<file path="src/rtl/vend_front_panel.sv">
// rtl/vend_front_panel.sv - coin/button input conditioner for the vending machine FSM
// Sync, debounce, one-pulse-per-press, and single-grant arbitration with selection lockout.
module vend_front_panel #(
    parameter int DEBOUNCE_CYCLES = 16,
    parameter int CNT_W           = 8
) (
    input  logic CLK,
    input  logic rst,
    input  logic raw_ni,
    input  logic raw_di,
    input  logic raw_qu,
    input  logic raw_soda,
    input  logic raw_diet,
    input  logic giveSoda,
    input  logic giveDiet,
    output logic ni,
    output logic di,
    output logic qu,
    output logic soda,
    output logic diet,
    output logic sel_dropped,
    output logic pending_any
);

    localparam int               NCH     = 5;
    localparam logic [CNT_W-1:0] CNT_MAX = CNT_W'(DEBOUNCE_CYCLES - 1);
    // Channel bit order: 0 ni, 1 di, 2 qu, 3 soda, 4 diet
    localparam logic [NCH-1:0]   SEL_MASK = 5'b11000;

    logic [NCH-1:0]   raw;
    logic [NCH-1:0]   s1_q, s2_q;
    logic [NCH-1:0]   stable_q, stable_d;
    logic [CNT_W-1:0] cnt_q [NCH];
    logic [CNT_W-1:0] cnt_d [NCH];
    logic [NCH-1:0]   set_d;
    logic [NCH-1:0]   pend_q, pend_d;
    logic [NCH-1:0]   pulse_q, pulse_d;
    logic [NCH-1:0]   drop, elig, grant;
    logic             lock;
    logic             sel_dropped_q, sel_dropped_d;
    logic             pending_any_q, pending_any_d;

    assign raw = {raw_diet, raw_soda, raw_qu, raw_di, raw_ni};

    always_comb begin
        stable_d = stable_q;
        set_d    = '0;
        for (int i = 0; i < NCH; i++) begin
            cnt_d[i] = cnt_q[i];
            if (s2_q[i] == stable_q[i]) begin
                cnt_d[i] = '0;
            end else if (cnt_q[i] == CNT_MAX) begin
                stable_d[i] = s2_q[i];
                cnt_d[i]    = '0;
                set_d[i]    = s2_q[i];
            end else begin
                cnt_d[i] = cnt_q[i] + 1'b1;
            end
        end
    end

    // Grants use last edge's pending state, so a bit set this edge waits a cycle.
    always_comb begin
        lock  = giveSoda | giveDiet;
        drop  = lock ? (pend_q & SEL_MASK) : '0;
        elig  = pend_q & ~drop;
        grant = '0;
        if (elig[2])      grant = 5'b00100;
        else if (elig[1]) grant = 5'b00010;
        else if (elig[0]) grant = 5'b00001;
        else if (elig[3]) grant = 5'b01000;
        else if (elig[4]) grant = 5'b10000;
        pend_d        = (pend_q & ~grant & ~drop) | set_d;
        pulse_d       = grant;
        sel_dropped_d = |drop;
        pending_any_d = |pend_d;
    end

    always_ff @(posedge CLK or negedge rst) begin
        if (!rst) begin
            s1_q          <= '0;
            s2_q          <= '0;
            stable_q      <= '0;
            pend_q        <= '0;
            pulse_q       <= '0;
            sel_dropped_q <= 1'b0;
            pending_any_q <= 1'b0;
            for (int i = 0; i < NCH; i++) cnt_q[i] <= '0;
        end else begin
            s1_q          <= raw;
            s2_q          <= s1_q;
            stable_q      <= stable_d;
            pend_q        <= pend_d;
            pulse_q       <= pulse_d;
            sel_dropped_q <= sel_dropped_d;
            pending_any_q <= pending_any_d;
            for (int i = 0; i < NCH; i++) cnt_q[i] <= cnt_d[i];
        end
    end

    assign ni          = pulse_q[0];
    assign di          = pulse_q[1];
    assign qu          = pulse_q[2];
    assign soda        = pulse_q[3];
    assign diet        = pulse_q[4];
    assign sel_dropped = sel_dropped_q;
    assign pending_any = pending_any_q;

endmodule

</file>
<file path="config.mk">
export PLATFORM = sky130hd
export DESIGN_NAME = vend_front_panel
export DESIGN_NICKNAME = d
export VERILOG_FILES = /design/src/rtl/vend_front_panel.sv
export SDC_FILE = /design/constraint.sdc
export NUM_CORES = 1
export LEC_CHECK = 0
export BUFFER_PORTS_ARGS = -buffer_cell sky130_fd_sc_hd__buf_4
export CORE_MARGIN = 2
export CORE_UTILIZATION = 60
export CTS_CLUSTER_SIZE = 12
export DETAILED_ROUTE_END_ITERATION = 8
export PLACE_DENSITY = 0.79
export SETUP_SLACK_MARGIN = 0.4
export SYNTH_ARGS = -nofsm -noshare
export SYNTH_HDL_FRONTEND = slang
export SYNTH_SLANG_ARGS = --single-unit
</file>
<file path="constraint.sdc">
create_clock -name CLK -period 4.4 [get_ports CLK]
set_input_delay 0 -clock CLK [delete_from_list [all_inputs] [get_ports CLK]]
set_output_delay 0 -clock CLK [all_outputs]
set_load 0.01 [all_outputs]
</file>
## After elaboration in Yosys (flattened, before gate mapping)

Cells that the tools add are included.

| word-level totals | value |
|---|---|
| flip-flop bits (word level) | 67 |
| word-level logic and storage cells | 76 |

| operators by class | value |
|---|---|
| add/subtract/negate cells | 5 |
| eq/ne operators | 10 |
| mux-type cells | 26 |
| bitwise logic cells | 12 |
| reductions and logical operators | 7 |

Operator list:

| operator | number |
|---|---|
| $mux W8 | 10 |
| $add A8 B1 Y8 const B | 5 |
| $eq A8 B4 Y1 const B | 5 |
| $mux W5 | 6 |
| $and A5 B5 Y5 | 3 |
| $mux W1 | 10 |
| $not A5 Y5 | 2 |
| $reduce_and A2 Y1 | 5 |
| $reduce_or A5 Y1 | 2 |
| $eq A1 B1 Y1 | 5 |
| $not A1 Y1 | 5 |
| $or A5 B5 Y5 | 1 |
| $or A1 B1 Y1 | 1 |

## Depth between registers and ports, before layout

Gate-level depths: netlist of run 1.

| logic depth | value |
|---|---|
| depth after elaboration | 14 |
| mapped depth | 5 |
| gate-level depth less buffers | 5 |

## Worst setup path after synthesis of run 1

OpenSTA, ideal clock, no wires.

| path | value |
|---|---|
| kind | register to register |
| start point | reg cnt_q[16] in the netlist's numbering |
| end point | reg pending_any_q, in the netlist pending_any |
| data arrival time | 1444 ps |
| setup slack | 2818 ps |
| stages on the path, launching flop included | 6 |
| cells stage by stage | dfrtp_1 -> ha_1 -> and3_1 -> nand2_1 -> nor3b_1 -> or4_1 |

| on the way | value |
|---|---|
| cells in the longest elaborated chain, start to end | 5 |

RTL lines:

| element | line | RTL |
|---|---|---|
| from (decl) | 33 | `logic [CNT_W-1:0] cnt_q [NCH];` |
| $eq A8 B4 Y1 | 52 | `end else if (cnt_q[i] == CNT_MAX) begin` |
| $mux W1 | 52 |  |
| $mux W1 | 50 | `if (s2_q[i] == stable_q[i]) begin` |
| $or A5 B5 Y5 | 73 | `pend_d = (pend_q & ~grant & ~drop) \| set_d;` |
| net pend_d[2] | 36 | `logic [NCH-1:0] pend_q, pend_d;` |
| $reduce_or A5 Y1 | 76 | `pending_any_d = \|pend_d;` |
| net pending_any_d | 41 | `logic pending_any_q, pending_any_d;` |
| to (signal assigned) | 96 | `pending_any_q <= pending_any_d;` |
| to (decl) | 41 |  |

The timed path passes the listed nets, and every way through them passes these cells.
A chain may end at the register's enable or synchronous reset.

## Worst setup path in the final report of run 1

| path | value |
|---|---|
| start point | reg cnt_q[0] in the netlist's numbering |
| end point | reg pending_any_q, in the netlist pending_any |

Same word-level chain as after synthesis.

==> results.yml, run 1 <==
die:
  start_util: 0.622
  die_width_um: 71.2
  die_h_um: 71.2
  io_pins: 16
  dieArea_mm2: 0.00506
  core_mm2: 0.00435
  num_rows: 24
timing:
  rsz0062_at_grt: "no"
  final_max_slew_viol_count: 0
  fin_worst_skew_ps: 5.12
  worst_pin_slew_ps: 807
  slew_headroom: 0.462
  whs_ps: 299
  finalCritPeriodShare: 0.391
  fmax_mhz: 581
  period_minus_slack_ps: 1720
  final-hold-violation-count: 0
  setup_tns_ps: 0
  setup_viol: 0
drt:
  vias: 1740
  antenna_left: 0
  wirelength_um: 4380
  drc_errors: 0
  vias_per_cell: 5.32
  drtIter0Drc: 149
  wl_per_cell_um: 13.4
  drtPass1Iterations: 4
worst_setup_path:
  cp.required_ps: 4610
  worstSetupEndpointType: "flip-flop"
  r2r-end: "pending_any$_DFF_PN0_"
  r2r-start: "cnt_q[0]$_DFF_PN0_"
  crit_path_start_kind: "flip-flop"
  cp.arrival_ps: 1930
  rrSetupSlack_ps: 2680
  reg2reg_depth: 5
  path_max_fanout: 4
  crit_type: "flip-flop to flip-flop"
finish:
  area_growth_pct: 17.8
  nFillCells: 293
  n_antenna_cell: 0
  nets: 284
  stdcell_count: 327
  drive_gt1_frac: 0.138
clocking:
  htree_levels: 3
  ctsRootBufferMaster: "clkbuf_8"
  cts_buffer_depth: 2
  clkSlewWorstSetupHoldPaths_ps: 70
  cts_tree: "done"
  cts_num_sinks: 67
  cts_resized: 0
  insertion_delay_ps: 340
  numCtsBuffers: 9
synthesis:
  synth_seq_cells: 67
  synth.avg_cell_area_um2: 11.5
  yosys_warnings: 0
  netlist_area_mm2: 0.00271
  synth.distinct_cells: 27
  synthesis.nets: 249
  synthCells: 235
  synth-seq-area-share: 0.620
pwr:
  leakagePower_nw: 1.49
  power_density_mw_per_mm2: 383
  peakVddDrop_v: 0.000299
global_route:
  grt_pass1_wl_um: 7660
  grt_overflow_total: 0
  grt_max_degree: 68
  grt_pass1_vias: 1748
  globalRouteTotalUtil: 0.201
  antenna_found_initial: 0
place:
  placed_cells: 302
  port_buffers: 15
  dpl.hpwl_um: 2820
  gp_congestion: 0.770
status:
  status: "finished, final reports clean"
job:
  drv_cap: 0
worst_hold_path:
  holdCritPathClass: "primary input to asynchronous set/reset pin"
==> Yosys cell counts (all sizes together) <==
cell type | n | share of area
or4 | 1 | 0.0028
a21oi | 3 | 0.0055
nor3 | 4 | 0.0074
and3 | 4 | 0.0097
nor3b | 2 | 0.0055
o22ai | 1 | 0.0023
xor2 | 16 | 0.052
and2b | 1 | 0.0032
dfrtp | 67 | 0.62
o32ai | 1 | 0.0032
mux2 | 4 | 0.017
o2111ai | 1 | 0.0032
nor4 | 7 | 0.018
xnor2 | 21 | 0.068
nand3 | 10 | 0.018
o21ai | 8 | 0.015
ha | 5 | 0.023
inv | 1 | 0.0014
o311ai | 1 | 0.0032
nand2b | 6 | 0.014
and2 | 6 | 0.014
or3 | 3 | 0.0069
nor2 | 39 | 0.054
nand2 | 22 | 0.031
nand4 | 1 | 0.0023
==> through the flow <==
| step | power (mW) | utilization | setup WS [ps] | cell area (um2) |
|---|---|---|---|---|
| after floorplan | 0.675 | - | 2820 | 2710 |
| after global placement | 0.699 | 0.662 | 2760 | 2880 |
| after detailed placement | 0.701 | 0.662 | 2710 | 2880 |
| after CTS | 1.24 | 0.732 | 2690 | 3190 |
| after global routing | 1.28 | 0.732 | 2580 | 3190 |
| final | 1.22 | 0.732 | 2680 | 3190 |
==> flip-flops by register name, summed over array words and instances (netlist names) <==
signal / count
pending_any: 1
sel_dropped: 1
s2_q: 5
cnt_q: 40
pend_q: 5
pulse_q: 5
s1_q: 5
stable_q: 5
==> cell usage in the layout (no fill, tap or decap), types with 2 or more instances in the layout <==
| master | n |
|---|---|
| clkinv_2 | 2 |
| nor3b_1 | 2 |
| or3_1 | 3 |
| nand2_1 | 22 |
| xor2_1 | 16 |
| nand3_1 | 10 |
| nor3_1 | 4 |
| nand2b_1 | 6 |
| a21oi_1 | 3 |
| nor2_1 | 39 |
| xnor2_1 | 21 |
| buf_4 | 15 |
| o21ai_0 | 8 |
| ha_1 | 5 |
| dfrtp_1 | 67 |
| and2_1 | 6 |
| dlygate4sd3_1 | 9 |
| clkbuf_8 | 12 |
| nor4_1 | 6 |
| mux2_2 | 4 |
| and3_1 | 3 |
==> what timing repair did <==
item / 4_1_cts / 5_1_grt
buffers inserted: 0 / 0
hold endpoints to repair: 74 / 0
hold buffers: 9 / 0
==> critical path, cell delays in order, from the launching register on <==
cell and delay, ps:
dfrtp_1 400, ha_1 240, nand3_1 140, nand2b_1 200, o32ai_1 110, or4_1 510
==> per-layer routing <==
| layer | vias to the layer above | wire, um | global-route usage |
|---|---|---|---|
| met4 | 0 | 61 | 0.0839 |
| met2 | 23 | 2150 | 0.307 |
| met1 | 852 | 2040 | 0.261 |
| met5 | - | 0 | 0 |
| met3 | 8 | 127 | 0.0769 |
| li1 | 857 | - | - |
==> logic make-up (layout without fill, tap and decap cells) <==
| kind of cell | Yosys count | count (layout) | share of synthesized area |
|---|---|---|---|
| muxes | 4 | 4 | 0.0166 |
| adders and majority gates | 5 | 5 | 0.0231 |
| DFF | 67 | 67 | 0.620 |
| xor gates and xnor gates | 37 | 37 | 0.120 |
| and+or+nand+nor | 106 | 106 | 0.187 |
| buffers and inverters | 1 | 41 | 0.00139 |
| AOI/OAI and AO/OA | 15 | 15 | 0.0324 |
==> cell type report <==
cell class	count	area, um2	share of cell area
clock buffers	12	165	0.0518
clock inverters	4	47.5	0.0149
inverters	1	3.75	0.00118
multi-input cells	167	1030	0.322
flip-flops and latches	67	1680	0.526
well taps	52	65.1	0.0204
repair buffers	24	203	0.0636
==> how the worst max path moves through the flow <==
stage                        startpoint               endpoint  depth (start not counted)
finish               cnt_q[0]$_DFF_PN0_  pending_any$_DFF_PN0_                          5
global route         cnt_q[0]$_DFF_PN0_  pending_any$_DFF_PN0_                          5
CTS                  cnt_q[0]$_DFF_PN0_  pending_any$_DFF_PN0_                          5
detailed placement   cnt_q[0]$_DFF_PN0_  pending_any$_DFF_PN0_                          5
global placement     cnt_q[0]$_DFF_PN0_  pending_any$_DFF_PN0_                          5
floorplan           cnt_q[16]$_DFF_PN0_  pending_any$_DFF_PN0_                          5
==> report_power, final <==
group,switching [mW],internal [mW]
clock,0.219,0.306
combinational,0.0283,0.0232
sequential,0.0119,0.632
Power figures use the tool's default switching activity.
==> run 2: changes to the inputs <==
CORE_UTILIZATION = 59   (was 60)
PLACE_DENSITY = 0.78   (was 0.79)
clock period = 1.75 ns   (was 4.4 ns; I/O delays follow)
==> run 2 against run 1 <==
  * Register-to-register slack worse by 2500 ps
  * Core utilization increased by 5.9 points
  * Design area grew 8.8%
  * Global-route usage grew 1.8 points
  * First-iteration DRC count rose by 36%
  * Combinational power rose to 2.9 times the previous value
  * Sequential power increased to 2.5 times the previous value
  * Critical path depth stayed put
  * Largest cell class unchanged
  * Largest power group unchanged
  * Clock power grew 96%
  * Fmax increased by 9.7%
  * Count of clock-buffer cells in the layout rose by 1
==> results.yml, run 2 (synthesized netlist as in run 1, its figures left out) <==
status:
  status: "finished, final reports clean"
drt:
  drc_errors: 0
  wirelength_um: 5150
  antenna_left: 0
  drtPass1Iterations: 4
  drtIter0Drc: 202
  vias: 1843
  wl_per_cell_um: 15.2
  vias_per_cell: 5.42
worst_setup_path:
  slowest_stage: "or4_1"
  worstSetupEndpointType: "flip-flop"
  crit_type: "flip-flop to flip-flop"
  path_buf_inv: 0
  cpLargestDelayFamily: "simple AND/OR/NAND/NOR gates"
  crit_path_max_incr_delay_ps: 520
  r2r-start: "cnt_q[9]$_DFF_PN0_"
  crit_path_start_kind: "flip-flop"
  path_max_fanout: 4
  cp.required_ps: 1960
  cp.arrival_ps: 1780
  startpoint: "cnt_q[9]$_DFF_PN0_"
  path_cells: "ha_2 -> nand3_2 -> nand2b_4 -> o22ai_1 -> or4_1"
timing:
  setup_viol: 0
  worst_pin_slew_ps: 488
  whs_ps: 35.0
  fin_worst_skew_ps: 8.13
  fmax_mhz: 637
  setup_tns_ps: 0
  period_minus_slack_ps: 1570
  final-hold-violation-count: 0
  final_max_slew_viol_count: 0
  finalCritPeriodShare: 0.897
  rsz0062_at_grt: "yes"
  slew_headroom: 0.674
clocking:
  cts_buffer_depth: 2
  insertion_delay_ps: 340
  cts_num_sinks: 67
  clkSlewWorstSetupHoldPaths_ps: 60
  cts_tree: "done"
  ctsRootBufferMaster: "clkbuf_8"
  numCtsBuffers: 9
  htree_levels: 3
die:
  core_mm2: 0.00438
  start_util: 0.617
  io_pins: 16
  die_h_um: 71.7
  die_width_um: 71.7
  dieArea_mm2: 0.00514
  num_rows: 24
place:
  dpl.hpwl_um: 3030
  port_buffers: 15
  placed_cells: 303
  gp_congestion: 0.780
global_route:
  grt_overflow_total: 0
  grt_max_degree: 37
  grt_pass1_wl_um: 8440
  globalRouteTotalUtil: 0.219
  antenna_found_initial: 0
  grt_pass1_vias: 1886
pwr:
  fin_total_pwr_mw: 2.81
  leakagePower_nw: 1.60
  power_density_mw_per_mm2: 809
  peakVddDrop_v: 0.000525
worst_hold_path:
  holdCritPathClass: "primary input to flip-flop"
  hold_start: "giveSoda"
finish:
  mostFrequentLayoutCells: "dfrtp_1 (62), nor2_1 (39), buf_4 (29), xnor2_1 (21), nand2_1 (19)"
  mostFrequentLayoutCell: "dfrtp_1"
  nets: 297
  area_growth_pct: 28.1
  fin_util: 0.791
  n_antenna_cell: 0
  largest_reg_flops: 40
  drive_gt1_frac: 0.285
  top_register: "cnt_q"
  stdcell_count: 340
job:
  drv_cap: 0
[run 2: changes by cell type in the layout (fill, tap and decap cells not counted), sizes merged]
cell         delta
clkinv          +1
clkinvlp        -1
bufinv          -1
dlygate4sd3     -3
buf            +16
clkbuf          +1
[run 2: final timing paths]
kind,cells after the start,slack (ps),endpoint
setup / recovery,5,180,pending_any$_DFF_PN0_
setup reg to reg,5,180,pending_any$_DFF_PN0_
max in group asynchronous,3,1100,cnt_q[25]$_DFF_PN0_
hold reg to reg,0,350,s2_q[3]$_DFF_PN0_
min in group asynchronous,2,130,cnt_q[15]$_DFF_PN0_
hold / removal,3,40,sel_dropped$_DFF_PN0_
[run 2: area by class of cell]
cell class / count / area [um2]
flip-flops and latches: 67 / 1680
repair buffers: 37 / 309
inverters: 1 / 3.75
multi-input cells: 167 / 1250
fillers: 281 / 917
well taps: 52 / 65.1
clock buffers: 13 / 139
clock inverters: 3 / 15.0
[run 2: worst min-delay path, stage by stage]
cell    delay, ps
buf_4          70
nor2_1        100
nor2_1        150
[run 2: per-stage QoR]
| stage | instance area [um2] | worst slack, ps |
|---|---|---|
| 2_1_floorplan | 2770 | 271 |
| 3_3_place_gp | 2970 | 179 |
| 3_5_place_dp | 2970 | 76.1 |
| 4_1_cts | 3380 | 215 |
| 5_1_grt | 3470 | 131 |
| 6_report | 3470 | 181 |
[run 2: layer usage]
metal | wire length [um] | vias to the layer above | GRT usage
li1 | - | 888 | -
met1 | 2250 | 897 | 0.278
met2 | 2610 | 44 | 0.344
met3 | 192 | 14 | 0.0577
met4 | 106 | 0 | 0.124
met5 | 0 | - | 0
[run 2: repair_timing]
action	in CTS	in global routing
endpoints found under the setup margin	27	27
pin swaps	7	5
hold endpoints to repair	72	0
gates resized for setup	21	12
hold buffers	6	0
setup buffers	12	3
[run 2: power breakdown]
| part | total (mW) | internal [mW] | switching [mW] | leakage [nW] |
|---|---|---|---|---|
| clock network | 1.03 | 0.508 | 0.525 | 0.0812 |
| registers | 1.62 | 1.59 | 0.0328 | 0.892 |
| logic | 0.151 | 0.0708 | 0.0799 | 0.629 |
| total | 2.81 | 2.17 | 0.638 | 1.60 |
==> run 3: changes to the inputs <==
CORE_ASPECT_RATIO = 1.1   (was unset)
==> run 3 against run 2 <==
  * Final cell count is 3.2% higher
  * Clock skew is 1.6 ps higher
  * Via count is 1.4% higher
  * Total power is 4.0% higher
  * Largest cell class unchanged
  * Largest power group unchanged
==> results.yml, run 3 (synthesized netlist as in run 1, its figures left out) <==
global_route:
  antenna_found_initial: 0
  grt_max_degree: 68
  grt_pass1_vias: 1894
  grt_pass1_wl_um: 8170
  globalRouteTotalUtil: 0.221
  grt_overflow_total: 0
finish:
  nFillCells: 221
  mostFrequentLayoutCell: "dfrtp_1"
  area_growth_pct: 31.1
  drive_gt1_frac: 0.306
  regArea_mm2: 0.00168
  multi_input_area_mm2: 0.00123
  mostFrequentLayoutCells: "dfrtp_1 (63), nor2_1 (39), buf_4 (31), xnor2_1 (21), nand2_1 (18)"
  post-route-cell-area_mm2: 0.00355
  top_register: "cnt_q"
  n_antenna_cell: 0
  largest_reg_flops: 40
  nets: 306
worst_setup_path:
  path_buf_inv: 0
  crit_path_start_kind: "flip-flop"
  slowest_stage: "or4_1"
  path_max_fanout: 3
  worstSetupEndpointType: "flip-flop"
  cp.required_ps: 1950
  cp.arrival_ps: 1760
  crit_path_max_incr_delay_ps: 500
  rrSetupSlack_ps: 190
  crit_type: "flip-flop to flip-flop"
  r2r-start: "cnt_q[0]$_DFF_PN0_"
  path_cells: "ha_2 -> nand3_2 -> nand2b_4 -> o32ai_2 -> or4_1"
  startpoint: "cnt_q[0]$_DFF_PN0_"
  cpLargestDelayFamily: "simple AND/OR/NAND/NOR gates"
clocking:
  clkSlewWorstSetupHoldPaths_ps: 70
  cts_num_sinks: 67
  numCtsBuffers: 9
  insertion_delay_ps: 330
  cts_buffer_depth: 2
  ctsRootBufferMaster: "clkbuf_8"
  htree_levels: 3
  cts_tree: "done"
timing:
  fin_worst_skew_ps: 9.74
  setup_tns_ps: 0
  setup_viol: 0
  rsz0062_at_grt: "yes"
  whs_ps: 296
  fmax_mhz: 641
  worst_pin_slew_ps: 800
  final_max_slew_viol_count: 0
  period_minus_slack_ps: 1560
  final-hold-violation-count: 0
  slew_headroom: 0.466
  setup_ws_ps: 190
  finalCritPeriodShare: 0.892
place:
  port_buffers: 15
  place_area_mm2: 0.00295
  dpl_worst_slack_ps: 141
  dpl.hpwl_um: 2940
  gp_congestion: 0.758
die:
  io_pins: 16
  dieArea_mm2: 0.00515
  die_h_um: 75.0
  die_width_um: 68.6
  core_mm2: 0.00435
  start_util: 0.622
  num_rows: 25
drt:
  wirelength_um: 5410
  antenna_left: 0
  drtPass1Iterations: 4
  vias: 1868
  vias_per_cell: 5.32
  wl_per_cell_um: 15.4
  drc_errors: 0
  drtIter0Drc: 90
status:
  status: "finished, final reports clean"
pwr:
  fin_total_pwr_mw: 2.92
  p_seq_frac: 0.556
  power_frac_comb: 0.053
  power_density_mw_per_mm2: 823
  intPower_mw: 2.25
  peakVddDrop_v: 0.000796
  p_clk_frac: 0.391
  switchingPower_mw: 0.666
  sw_frac_of_total: 0.228
  leakagePower_nw: 1.65
job:
  drv_cap: 0
worst_hold_path:
  holdCritPathClass: "primary input to asynchronous set/reset pin"
## run 3: path summary, 6_finish.rpt
path | to | depth (start not counted)
max | pending_any$_DFF_PN0_ | 5
max in group asynchronous | pend_q[3]$_DFF_PN0_ | 2
min in group CLK | s1_q[4]$_DFF_PN0_ | 2
max reg2reg | pending_any$_DFF_PN0_ | 5
min | cnt_q[37]$_DFF_PN0_ | 2
min reg2reg | s2_q[3]$_DFF_PN0_ | 0
## run 3: stage by stage
step | instances | util
global placement | 304 | 0.679
floorplan | 235 | -
finish | 351 | 0.816
CTS | 341 | 0.771
global route | 351 | 0.816
detailed placement | 304 | 0.679
## run 3: metal layers
metal  share of wire  track usage
met5               0            0
met4           0.033        0.107
met3           0.029       0.0598
met2            0.51        0.368
met1            0.42        0.267
## run 3: area by class of cell
cell class	instances	area share
inverter	1	0.00106
tap	54	0.0190
clock buffer	14	0.0459
multi-input combinational	167	0.347
clock inverter	2	0.00282
timing repair buffer	46	0.110
sequential	67	0.474
## run 3: what timing repair did
| item | in CTS | in global routing |
|---|---|---|
| gates resized for setup | 9 | 27 |
| endpoints found under the setup margin | 25 | 35 |
| buffers inserted | 13 | 10 |
| endpoints found under the hold margin | 74 | 0 |
| hold buffers | 8 | 0 |
| pin swaps | 2 | 8 |
## run 3: power by group through the flow
stage,clock (mW),combinational [mW],sequential (mW)
3_3_place_gp,0,0.115,1.65
6_report,1.14,0.156,1.62
3_5_place_dp,0,0.119,1.65
2_1_floorplan,0,0.0600,1.64
5_1_grt,1.23,0.178,1.63
4_1_cts,1.16,0.146,1.62
